[src/rtl/alarm_buzzer_cntr.sv]
// alarm_buzzer_cntr
//   Alarm stage behind the countdown timer. An alarm_start pulse launches a
//   finite train of beeps on buzz_clk. Each beep is a square-wave tone for
//   BEEP_ON_CYC cycles followed by BEEP_OFF_CYC cycles of silence. An
//   alarm_stop pulse silences the alarm at once.
//
// Ports
//   clk          in   system clock
//   reset_p      in   synchronous active-high reset
//   alarm_start  in   one-cycle pulse: timer expired (retriggers if active)
//   alarm_stop   in   one-cycle pulse: user acknowledge (wins over start)
//   buzz_clk     out  gated tone to the piezo, 0 whenever silent
//   alarm_active out  1 while a beep train is running
//   beep_cnt     out  completed beeps in the current alarm
//   alarm_done   out  one-cycle pulse on normal completion
//
// Parameters
//   TONE_HALF     clk cycles per tone half-period (>= 1)
//   BEEP_ON_CYC   clk cycles per beep (>= 1)
//   BEEP_OFF_CYC  clk cycles per silent gap (>= 1)
//   BEEP_NUM      beeps per alarm, 0 = repeat until stopped (0..15)
module alarm_buzzer_cntr #(
  parameter int unsigned TONE_HALF    = 25000,
  parameter int unsigned BEEP_ON_CYC  = 20000000,
  parameter int unsigned BEEP_OFF_CYC = 30000000,
  parameter int unsigned BEEP_NUM     = 10
) (
  input  logic       clk,
  input  logic       reset_p,
  input  logic       alarm_start,
  input  logic       alarm_stop,
  output logic       buzz_clk,
  output logic       alarm_active,
  output logic [3:0] beep_cnt,
  output logic       alarm_done
);

  typedef enum logic [1:0] {
    IDLE     = 2'd0,
    BEEP_ON  = 2'd1,
    BEEP_OFF = 2'd2
  } state_e;

  localparam logic [31:0] TONE_LAST = 32'(TONE_HALF - 1);
  localparam logic [31:0] ON_LAST   = 32'(BEEP_ON_CYC - 1);
  localparam logic [31:0] OFF_LAST  = 32'(BEEP_OFF_CYC - 1);
  localparam logic [3:0]  BEEP_LIM  = 4'(BEEP_NUM);
  localparam logic        BEEP_FIN  = (BEEP_NUM != 0);

  state_e      state_q, state_d;
  logic [31:0] tone_q, tone_d;
  logic [31:0] ivl_q, ivl_d;
  logic        buzz_q, buzz_d;
  logic        active_q, active_d;
  logic [3:0]  cnt_q, cnt_d;
  logic        done_q, done_d;

  always_comb begin
    state_d = state_q;
    tone_d  = tone_q;
    ivl_d   = ivl_q;
    buzz_d  = buzz_q;
    cnt_d   = cnt_q;
    done_d  = 1'b0;

    // Stop outranks start, and start outranks every in-state transition,
    // so a retrigger on the completing edge suppresses the done pulse.
    if (alarm_stop) begin
      state_d = IDLE;
      buzz_d  = 1'b0;
      tone_d  = '0;
      ivl_d   = '0;
    end else if (alarm_start) begin
      state_d = BEEP_ON;
      buzz_d  = 1'b1;
      tone_d  = '0;
      ivl_d   = '0;
      cnt_d   = '0;
    end else begin
      case (state_q)
        IDLE: begin
          buzz_d = 1'b0;
        end
        BEEP_ON: begin
          if (ivl_q == ON_LAST) begin
            state_d = BEEP_OFF;
            buzz_d  = 1'b0;
            ivl_d   = '0;
            tone_d  = '0;
          end else begin
            ivl_d = ivl_q + 32'd1;
            if (tone_q == TONE_LAST) begin
              tone_d = '0;
              buzz_d = ~buzz_q;
            end else begin
              tone_d = tone_q + 32'd1;
            end
          end
        end
        BEEP_OFF: begin
          buzz_d = 1'b0;
          if (ivl_q == OFF_LAST) begin
            ivl_d = '0;
            cnt_d = cnt_q + 4'd1;
            if (BEEP_FIN && (cnt_d == BEEP_LIM)) begin
              state_d = IDLE;
              done_d  = 1'b1;
            end else begin
              state_d = BEEP_ON;
              buzz_d  = 1'b1;
              tone_d  = '0;
            end
          end else begin
            ivl_d = ivl_q + 32'd1;
          end
        end
        default: begin
          state_d = IDLE;
          buzz_d  = 1'b0;
          tone_d  = '0;
          ivl_d   = '0;
        end
      endcase
    end

    active_d = (state_d != IDLE);
  end

  always_ff @(posedge clk) begin
    if (reset_p) begin
      state_q  <= IDLE;
      tone_q   <= '0;
      ivl_q    <= '0;
      buzz_q   <= 1'b0;
      active_q <= 1'b0;
      cnt_q    <= '0;
      done_q   <= 1'b0;
    end else begin
      state_q  <= state_d;
      tone_q   <= tone_d;
      ivl_q    <= ivl_d;
      buzz_q   <= buzz_d;
      active_q <= active_d;
      cnt_q    <= cnt_d;
      done_q   <= done_d;
    end
  end

  assign buzz_clk     = buzz_q;
  assign alarm_active = active_q;
  assign beep_cnt     = cnt_q;
  assign alarm_done   = done_q;

endmodule

[config.mk]
export PLATFORM = sky130hd
export DESIGN_NAME = alarm_buzzer_cntr
export DESIGN_NICKNAME = d
export VERILOG_FILES = /design/src/rtl/alarm_buzzer_cntr.sv
export SDC_FILE = /design/constraint.sdc
export NUM_CORES = 1
export LEC_CHECK = 0
export CAP_MARGIN = 20
export CORE_UTILIZATION = 35
export CTS_BUF_LIST = sky130_fd_sc_hd__clkbuf_16
export DETAILED_ROUTE_END_ITERATION = 8
export DONT_BUFFER_PORTS = 1
export SLEW_MARGIN = 20
export SYNTH_ARGS = -nofsm -noshare
export SYNTH_HDL_FRONTEND = slang
export SYNTH_SLANG_ARGS = --single-unit
export TNS_END_PERCENT = 1
[constraint.sdc]
create_clock -name clk -period 4.9 [get_ports clk]
set_input_delay 0.735 -clock clk [delete_from_list [all_inputs] [get_ports clk]]
set_output_delay 0.735 -clock clk [all_outputs]
set_load 0.01 [all_outputs]
==> summary.md, run 1 <==
| Metric | Value |
|---|---|
| Status | complete, no violations |
| Dpl hpwl | 6.24 mm |
| Antenna Nets Post-Route | 0 |
| Fin crit share | 61.7% |
| R2r setup slk | about 1.9 ns |
| Yosys cell types | 49 |
| Pre-CTS WS | a little under 2 ns |
| Overflow after GRT | 0 |
| Min Tclk post-route | 3.02 ns |
| Number of synthesized flops with an enable pin | 0 |
| Placed inst area | 4000 µm² |
| Inst Count DP | 618 |
| Cts hold-fix bufs | 0 |
| Worst setup margin | 1.88 ns |
| Syn Nets | 508 |
| Post-CTS sizing | 0 |
| Required @ worst endpoint | around 5.1 ns |
| Main flop type after synthesis | dfxtp_1 |
| Setup bufs post-CTS | 0 |
| Fin. Hold Viols | 0 |
| Critical path peak fanout | 14 |
| Post-synth top area cell | dfxtp_1 |
| Die ar. | 11500 µm² |
| CTS tree | done |
| Share of layout cells above drive strength 1 | 5.88% |
| WL per Instance | 14.2 µm |
| Vias post-DR | ~3500 |
| Setup TNS | 0 ns |
| DR iter-0 viols | around 310 |
| Final hold slack | 0.461 ns |
| Sequential area share after synthesis | between 30 and 40% |
| Ant. Diodes | 0 |
| Pin count of the biggest net entering global routing | 24 |
| Cells after Synth | around 500 |
| YS warnings | 0 |
| Area grow syn2layout | 9.75% |
| Max-cap viol count | 0 |
| GRT Util Overall | 17.4% |
| CP startpoint kind | flip-flop |
| Nets | 501 |
| CTS sink count | 73 |
| Initial Util | between 30% and 40% |
| Core ar. | 10800 µm² |
| Clock Tree Buf Depth | 2 |
| Antenna violations before repair | 0 |
| Synth async-reset ratio | 0% |
| Clock skew | roughly 0.012 ns |
| Row cnt | 38 |
| Worst Tran Pin Value | 0.985 ns |
| DR DRC count | 0 |
| Io pins | 11 |
| Die Ht | 107 µm |
| RSZ-0062 raised after global routing | false |
| Worst slew margin | 34.1% |
| Synth Register Bits | 73 |
| RD Place Congestion | between 0.8 and 0.9 |
| Post-route cell area | 4250 µm² |
| Total power | 1.20 mW |
| Pwr dens | 282 nW/µm² |
| Class of the worst hold path | in2reg |
| Post-Syn Area | 3880 µm² |
| CTS root buf | clkbuf_16 |
| Number of global-route vias before repair | 3315 |
| # fillers | 1113 |
| Worst-path clk slew | approximately 0.06 ns |
| Routed WL | 9.00 mm |
| Area contributors post-synth | dfxtp_1 (38%), nand2_1 (6.3%), o21ai_0 (5.3%) |
| Crit. End Element | flip-flop |
| Avg Cell Area, Syn | just under 8 µm² |
| LEAKAGE | 1.30 nW |
| Total CTS buffers | 9 |
| H-tree depth | 3 |
| DRT Pass-1 Iters | 5 |
| Endpoints failing setup | 0 |
| Final count of pins violating max slew | 0 |
| Fmax | 0.331 GHz |
| Final core occ | 39.4% |
| Crit path DAT | 3.25 ns |
| Port-buffer cells | 0 |
| Worst Setup Path Type | reg2reg |
| Die extent in x | 107 µm |
| Clk Latency, worst-skew pair | between 0.3 and 0.4 ns |
| Synth top area share | 37.7% |
| Post-route insts no fill | approximately 630 |
| First-pass GRT wire length | 15.8 mm |
| Maximum vdd drop | between 0.00015 and 0.0002 V |
| DR vias/cell | 5.47 |
## critical path, stage by stage, from the launching register on
cell     delay [ns]
dfxtp_1        0.39
ha_1           0.23
and3_1         0.25
nand4_1        0.21
o31a_2         0.42
o21ai_1        0.78
buf_4          0.33
a21oi_1        0.05
o21ai_0        0.16
o31ai_1        0.09
## cells in the final DEF, fill, tap and decap left out, types with 4 or more instances in the layout
cell type,Yosys,layout
a21oi_1,20,20
a31oi_1,10,10
and2_1,6,6
and3_1,12,12
and4_1,5,5
clkbuf_16,0,9
dfxtp_1,73,73
ha_1,8,8
inv_1,12,14
nand2_1,65,65
nand3_1,31,31
nand4_1,21,21
nor2_1,53,53
nor2b_1,4,4
nor3_1,18,17
nor4_1,13,13
o21ai_0,41,41
o31ai_1,4,4
or4_1,7,7
xnor2_1,17,17
xor2_1,18,18
## registers in the layout, summed over array words and instances, names as in the netlist
signal / count
alarm_done: 1
buzz_clk: 1
alarm_active: 1
beep_cnt: 4
state_q: 2
tone_q: 32
ivl_q: 32
## kinds of logic after synthesis
logic type      after synthesis  share of synthesized area (%)
buf+inv                      32                           3.36
mux                           2                          0.549
simple gates                255                           34.5
compound gates               91                           13.4
xor+xnor                     35                           7.91
fa+ha+maj                     8                           2.58
flops                        73                           37.7
## report_power, final
| group | leakage [nW] | switching (mW) | internal, mW | total (mW) |
|---|---|---|---|---|
| combinational | 0.577 | 0.0186 | 0.00767 | 0.0263 |
| clock | 0.131 | 0.244 | 0.332 | 0.576 |
| sequential | 0.588 | 0.00171 | 0.595 | 0.597 |
| total | 1.30 | 0.264 | 0.935 | 1.20 |
## cell usage after synthesis (2+ instances only)
cell type and instances:
o21ai_1 2, nor2b_1 4, or2_2 2, inv_1 12
a21o_1 2, o31ai_1 4, o22ai_1 2, a31oi_1 10
and4_1 5, o21ai_0 41, nor3_1 18, or3_1 3
nand2_1 65, nor4_1 13, dfxtp_1 73, and3_1 12
o31a_2 2, nor4bb_1 2, buf_2 2, xnor2_1 17
and2_1 6, nor2_1 53, nor4b_1 3, clkbuf_1 17
a21oi_1 20, nand4_1 21, a211oi_1 3, nand3_1 31
or4_1 7, xor2_1 18, ha_1 8
## routing by layer
| metal | track usage, % | vias up | routed length, µm |
|---|---|---|---|
| met2 | 26.8 | 59 | 4060 |
| li1 | - | 1774 | - |
| met1 | 23.3 | 1621 | 4450 |
| met5 | 0 | - | 0 |
| met4 | 6.56 | 0 | 114 |
| met3 | 4.19 | 6 | 368 |
## layout make-up
type                    instances  area (µm²)  share of cell area (%)
multi-input cells             391        2300                    54.1
flip-flops and latches         73        1460                    34.4
clock buffers                   9         225                    5.29
well taps                     140         175                    4.12
inverters                      12        45.0                    1.06
clock inverters                 6        28.8                   0.676
repair buffers                  2        15.0                   0.353
## final timing paths
kind,start,to,cells past startpoint
setup reg to reg,ivl_q[0],ivl_q[9],9
hold / removal,reset_p,beep_cnt[0],1
setup / recovery,ivl_q[0],ivl_q[9],9
hold reg to reg,ivl_q[6],ivl_q[6],2
Power figures use the tool's default switching activity.
==> run 2, diff against run 1 <==
Settings changed: ABC_AREA from default to 1.
Clock period 4.9 ns to 2.5 ns, I/O delays scaled along.
==> summary.md, run 2 <==
| Metric | Value |
|---|---|
| Overflow after GRT | 0 (unchanged) |
| Clock skew | 0.00694 ns (was 0.0115 ns) |
| RD Place Congestion | 0.889 (was 0.811) |
| Worst Setup Path Type | reg2reg (unchanged) |
| DR iter-0 viols | 511 (was 305) |
| CP max stage delay | 0.37 ns (was 0.78 ns) |
| Critical-path top delay cell | dfxtp_1 (was o21ai_1) |
| Io pins | 11 (unchanged) |
| Avg Cell Area, Syn | 5.91 µm² (was 7.81 µm²) |
| Die Ht | 123 µm (was 107 µm) |
| Area grow syn2layout | 10.5% (was 9.75%) |
| Main flop type after synthesis | dfxtp_1 (unchanged) |
| WL per Instance | 13.8 µm (was 14.2 µm) |
| Crit path buffers/inverters | 0 (was 1) |
| GRT Util Overall | 20.5% (was 17.4%) |
| Met1 GRT Util | 27.6% (was 23.3%) |
| Class of the worst hold path | in2reg (unchanged) |
| H-tree depth | 3 (unchanged) |
| First-pass GRT wire length | 24.1 mm (was 15.8 mm) |
| Setup TNS | 0 ns (unchanged) |
| Register area | 1460 µm² (unchanged) |
| Cells along the critical path | ha_1 > nand2_2 > nor2_4 > nand2_1 > nor3_1 > nand3_1 > nand3_1 > nand2_1 > nand2_2 > nor2_1 (was ha_1 > and3_1 > nand4_1 > o31a_2 > o21ai_1 > buf_4 > a21oi_1 > o21ai_0 > o31ai_1) |
| Worst-path clk slew | 0.06 ns (about the same) |
| Yosys cell types | 30 (was 49) |
| Dpl hpwl | 10.4 mm (was 6.24 mm) |
| Row cnt | 43 (was 38) |
| Most frequent cells in the layout | nand2_1 (244), nor2_1 (124), inv_1 (103) (was dfxtp_1 (73), nand2_1 (65), nor2_1 (53)) |
| Share of layout cells above drive strength 1 | 5.76% (was 5.88%) |
| Endpoints failing setup | 0 (unchanged) |
| Fin crit share | 84.5% (was 61.7%) |
| GR peak layer | met2 (unchanged) |
| CP startpoint kind | flip-flop (unchanged) |
| Fin. Hold Viols | 0 (unchanged) |
| YS warnings | 0 (unchanged) |
| Final count of pins violating max slew | 0 (unchanged) |
| Pwr dens | 492 nW/µm² (was 282 nW/µm²) |
| Number of global-route vias before repair | 4867 (was 3315) |
| Setup bufs post-CTS | 0 (unchanged) |
| Antenna Nets Post-Route | 0 (unchanged) |
| Total CTS buffers | 9 (unchanged) |
| CTS root buf | clkbuf_16 (unchanged) |
| Antenna violations before repair | 0 (unchanged) |
| Fmax | 0.474 GHz (was 0.331 GHz) |
| Post-synth top cells | nand2_1 (244), nor2_1 (125), inv_1 (103) (was dfxtp_1 (73), nand2_1 (65), nor2_1 (53)) |
| Sequential area share after synthesis | 28.6% (was 37.7%) |
| Synth async-reset ratio | 0% (unchanged) |
| Synth Register Bits | 73 (unchanged) |
| DRT Pass-1 Iters | 5 (unchanged) |
| Routed WL | 14.4 mm (was 9.00 mm) |
| Pin count of the biggest net entering global routing | 48 (was 24) |
| Ant. Diodes | 0 (unchanged) |
| GR Layer Usage met2 | 32.4% (was 26.8%) |
| Die ar. | 15100 µm² (was 11500 µm²) |
| Multi-input logic area | 3120 µm² (was 2300 µm²) |
| Number of synthesized flops with an enable pin | 0 (unchanged) |
| Critical path peak fanout | 12 (was 14) |
| Cts hold-fix bufs | 0 (unchanged) |
| CTS sink count | 73 (unchanged) |
| Crit. End Element | flip-flop (unchanged) |
| Maximum vdd drop | 0.000673 V (was 0.000169 V) |
| GR Util met3 | 4.93% (was 4.19%) |
| Min Tclk post-route | 2.11 ns (was 3.02 ns) |
| Count leader, synth | nand2_1 (was dfxtp_1) |
| DR vias/cell | 5.09 (was 5.47) |
| DR DRC count | 0 (unchanged) |
| Worst Tran Pin Value | 0.559 ns (was 0.985 ns) |
| Area contributors post-synth | dfxtp_1 (29%), nand2_1 (18%), nor2_1 (9.2%) (was dfxtp_1 (38%), nand2_1 (6.3%), o21ai_0 (5.3%)) |
| Port-buffer cells | 0 (unchanged) |
| Required @ worst endpoint | 2.73 ns (was 5.12 ns) |
| Post-Syn Area | 5110 µm² (was 3880 µm²) |
| Syn Nets | 876 (was 508) |
| Die extent in x | 123 µm (was 107 µm) |
| Crit path DAT | 2.34 ns (was 3.25 ns) |
| Initial Util | 36.4% (was 35.9%) |
| LEAKAGE | 1.95 nW (was 1.30 nW) |
| Cells after Synth | 864 (was 496) |
| Post-CTS sizing | 0 (unchanged) |
| Post-synth top area cell | dfxtp_1 (unchanged) |
| Most common cell after layout, fill and taps aside | nand2_1 (was dfxtp_1) |
| Vias post-DR | 5334 (was 3460) |
| Nets | 875 (was 501) |
| Clk Latency, worst-skew pair | 0.35 ns (was 0.34 ns) |
| Core ar. | 14000 µm² (was 10800 µm²) |
| Worst slew margin | 62.7% (was 34.1%) |
| # fillers | 1513 (was 1113) |
| Max-cap viol count | 0 (unchanged) |
| CTS tree | done (unchanged) |
| Delay-heaviest family, CP | simple AND/OR/NAND/NOR gates (was compound AO/OA/AOI/OAI gates) |
| R2r setup slk | 0.39 ns (was 1.88 ns) |
| Clock Tree Buf Depth | 2 (unchanged) |
| Worst setup margin | 0.388 ns (was 1.88 ns) |
| Synth top area share | 28.6% (was 37.7%) |
| RSZ-0062 raised after global routing | false (unchanged) |
| Pre-CTS WS | 0.245 ns (was 1.93 ns) |
| Status | complete, no violations (unchanged) |
[run 2: logic make-up after synthesis]
kind of cell             count (synthesis)  synth area share (%)
AO/OA/AOI/OAI                           83                  8.42
XOR/XNOR                                18                  3.09
adder cells (fa/ha/maj)                  8                  1.96
buffers and inverters                  130                  10.6
flip-flops                              73                  28.6
AND/OR/NAND/NOR                        552                  47.4
[run 2: area by class of cell]
| class | instances | share of cell area, % |
|---|---|---|
| inverters | 103 | 6.85 |
| clock inverters | 7 | 2.11 |
| well taps | 180 | 3.99 |
| repair buffers | 15 | 1.99 |
| multi-input cells | 661 | 55.2 |
| clock buffers | 9 | 3.99 |
| flip-flops and latches | 73 | 25.9 |
[run 2: routing by layer]
layer | vias up | wire length [µm]
li1 | 2788 | -
met1 | 2415 | 6960
met2 | 116 | 6510
met3 | 15 | 765
met4 | 0 | 176
met5 | - | 0
[run 2: final timing paths]
kind | from | endpoint | depth (start not counted)
min reg2reg | ivl_q[31] | ivl_q[31] | 2
max | ivl_q[1] | tone_q[1] | 10
min | reset_p | beep_cnt[1] | 1
max reg2reg | ivl_q[1] | tone_q[1] | 10
[run 2: metrics by stage]
stage	cells	area, µm²	hold WS, ns	power (mW)	utilization, %
final	1048	5650	0.0847	2.78	40.2
after CTS	1048	5640	0.0772	2.81	40.2
after detailed placement	1032	5300	0.447	1.29	37.7
after global placement	1032	5300	0.446	1.29	37.7
after floorplan	864	5110	0.444	1.27	-
after global routing	1048	5650	0.0707	2.87	40.2
[run 2: where the power goes]
group	internal, mW	switching [mW]
sequential	1.17	0.00404
combinational	0.0210	0.0748
clock	0.974	0.537
total	2.16	0.615
==> run 3, diff against run 2 <==
Clock period 2.5 ns to 1.8 ns, I/O delays scaled along.
==> summary.md, run 3 (synthesis gave the netlist of run 2 again) <==
| Metric | Value |
|---|---|
| RD Place Congestion | 0.902 (was 0.889) |
| Post-route cell area | 6440 µm² (was 5650 µm²) |
| Most common cell after layout, fill and taps aside | nand2_1 (unchanged) |
| Row cnt | 43 (unchanged) |
| Critical path peak fanout | 9 (was 12) |
| Routed WL | 15.6 mm (was 14.4 mm) |
| Worst Setup Path Type | reg2reg (unchanged) |
| Antenna Nets Post-Route | 0 (unchanged) |
| CTS tree | done (unchanged) |
| Met1 GRT Util | 28.2% (was 27.6%) |
| First-pass GRT wire length | 24.6 mm (was 24.1 mm) |
| GR Layer Usage met2 | 33.2% (was 32.4%) |
| Ant. Diodes | 0 (unchanged) |
| Nets | 958 (was 875) |
| Worst setup margin | -0.0463 ns (was 0.388 ns) |
| DR vias/cell | 4.99 (was 5.09) |
| Failing checks | setup timing |
| CTS sink count | 73 (unchanged) |
| Clk Latency, worst-skew pair | 0.35 ns (about the same) |
| Fin. Hold Viols | 0 (unchanged) |
| Vias post-DR | 5648 (was 5334) |
| Clock skew | 0.0127 ns (was 0.00694 ns) |
| Endpoints failing setup | 3 (was 0) |
| CP startpoint kind | flip-flop (unchanged) |
| Required @ worst endpoint | 2.07 ns (was 2.73 ns) |
| Core ar. | 14000 µm² (unchanged) |
| Number of global-route vias before repair | 4964 (was 4867) |
| Die extent in x | 123 µm (unchanged) |
| Io pins | 11 (unchanged) |
| Antenna violations before repair | 0 (unchanged) |
| LEAKAGE | 2.38 nW (was 1.95 nW) |
| GR peak layer | met2 (unchanged) |
| Clock Tree Buf Depth | 2 (unchanged) |
| Share of layout cells above drive strength 1 | 17.6% (was 5.76%) |
| Area grow syn2layout | 26.1% (was 10.5%) |
| DR iter-0 viols | 443 (was 511) |
| Die Ht | 123 µm (unchanged) |
| GR Util met3 | 3.72% (was 4.93%) |
| Final count of pins violating max slew | 0 (unchanged) |
| Hold depth | 3 (was 1) |
| Status | complete, but fails checks (was complete, no violations) |
| Die ar. | 15100 µm² (unchanged) |
| DR DRC count | 0 (unchanged) |
| Maximum vdd drop | 0.000489 V (was 0.000673 V) |
| Initial Util | 36.4% (unchanged) |
| DRT Pass-1 Iters | 5 (unchanged) |
| Overflow after GRT | 0 (unchanged) |
| R2r setup slk | -0.05 ns (was 0.39 ns) |
| CTS root buf | clkbuf_16 (unchanged) |
| Worst slew margin | 62.1% (was 62.7%) |
| H-tree depth | 3 (unchanged) |
| Worst-path clk slew | 0.07 ns (was 0.06 ns) |
| Fmax | 0.542 GHz (was 0.474 GHz) |
| Crit path DAT | 2.12 ns (was 2.34 ns) |
| Total CTS buffers | 9 (unchanged) |
| Most frequent cells in the layout | nand2_1 (235), nor2_1 (114), inv_1 (102) (was nand2_1 (244), nor2_1 (124), inv_1 (103)) |
| Max-cap viol count | 0 (unchanged) |
| Fin crit share | 103% (was 84.5%) |
| Port-buffer cells | 0 (unchanged) |
| GRT Util Overall | 21.1% (was 20.5%) |
| Reg2Reg Depth | 12 (was 10) |
| Pwr dens | 555 nW/µm² (was 492 nW/µm²) |
| WL per Instance | 13.8 µm (about the same) |
| Min Tclk post-route | 1.85 ns (was 2.11 ns) |
| Crit. End Element | flip-flop (unchanged) |
| Dpl hpwl | 11.2 mm (was 10.4 mm) |
| RSZ-0062 raised after global routing | true (was false) |
| Pin count of the biggest net entering global routing | 48 (unchanged) |
| Placed inst area | 5910 µm² (was 5300 µm²) |
| Class of the worst hold path | in2reg (unchanged) |
| Pre-CTS WS | -0.0542 ns (was 0.245 ns) |
| Worst Tran Pin Value | 0.568 ns (was 0.559 ns) |
==> run 3: final timing paths <==
| path | startpoint | end |
|---|---|---|
| worst max-delay path | beep_cnt[0] | tone_q[4] |
| worst min-delay path | alarm_start | beep_cnt[0] |
| worst max register to register | beep_cnt[0] | tone_q[4] |
| worst min register to register | ivl_q[20] | ivl_q[20] |
==> run 3: report_power, final <==
group / total (mW) / internal (mW) / switching [mW]
Combinational: 0.190 / 0.0690 / 0.121
Sequential: 1.62 / 1.62 / 0.00430
Clock: 1.76 / 0.955 / 0.808
==> run 3: metal layers <==
layer | wire (µm) | up-vias
met2 | 6960 | 175
met4 | 465 | 0
met5 | 0 | -
met3 | 788 | 34
li1 | - | 2951
met1 | 7420 | 2488
==> run 3: layout make-up <==
| type | instances | area, µm² |
|---|---|---|
| clock inverters | 7 | 57.6 |
| repair buffers | 98 | 853 |
| clock buffers | 9 | 225 |
| inverters | 103 | 387 |
| well taps | 180 | 225 |
| flip-flops and latches | 73 | 1470 |
| multi-input cells | 661 | 3220 |
| fillers | 1466 | 7600 |
==> run 3: repair_timing <==
item | CTS | global route
hold endpoints to repair | 5 | 0
pin swaps | 2 | 9
setup buffers | 0 | 4
cloned | 0 | 2
hold buffers | 2 | 0
endpoints found under the setup margin | 26 | 71
resized for setup | 7 | 38
==> run 3: worst max-delay path, cell delays in order, from the launching register on <==
cell     delay, ns
dfxtp_4       0.36
buf_4         0.13
ha_1          0.20
nand3_2       0.10
nor2_4        0.04
inv_2         0.05
o21ai_2       0.06
buf_4         0.14
a21oi_4       0.13
buf_12        0.16
buf_12        0.13
nand3_1       0.12
a21oi_2       0.13
==> run 3: through the flow <==
| step | hold slack, ns | setup TNS [ns] | utilization [%] | instances | power, mW |
|---|---|---|---|---|---|
| finish | 0.0971 | -0.0514 | 45.9 | 1131 | 3.57 |
| floorplan | 0.339 | 0 | - | 864 | 1.76 |
| detailed placement | 0.343 | -0.520 | 42.1 | 1107 | 1.82 |
| global route | 0.106 | -4.97 | 45.9 | 1131 | 3.69 |
| global placement | 0.344 | -0.117 | 42.1 | 1107 | 1.82 |
| CTS | 0.0860 | -0.00911 | 44.4 | 1125 | 3.60 |
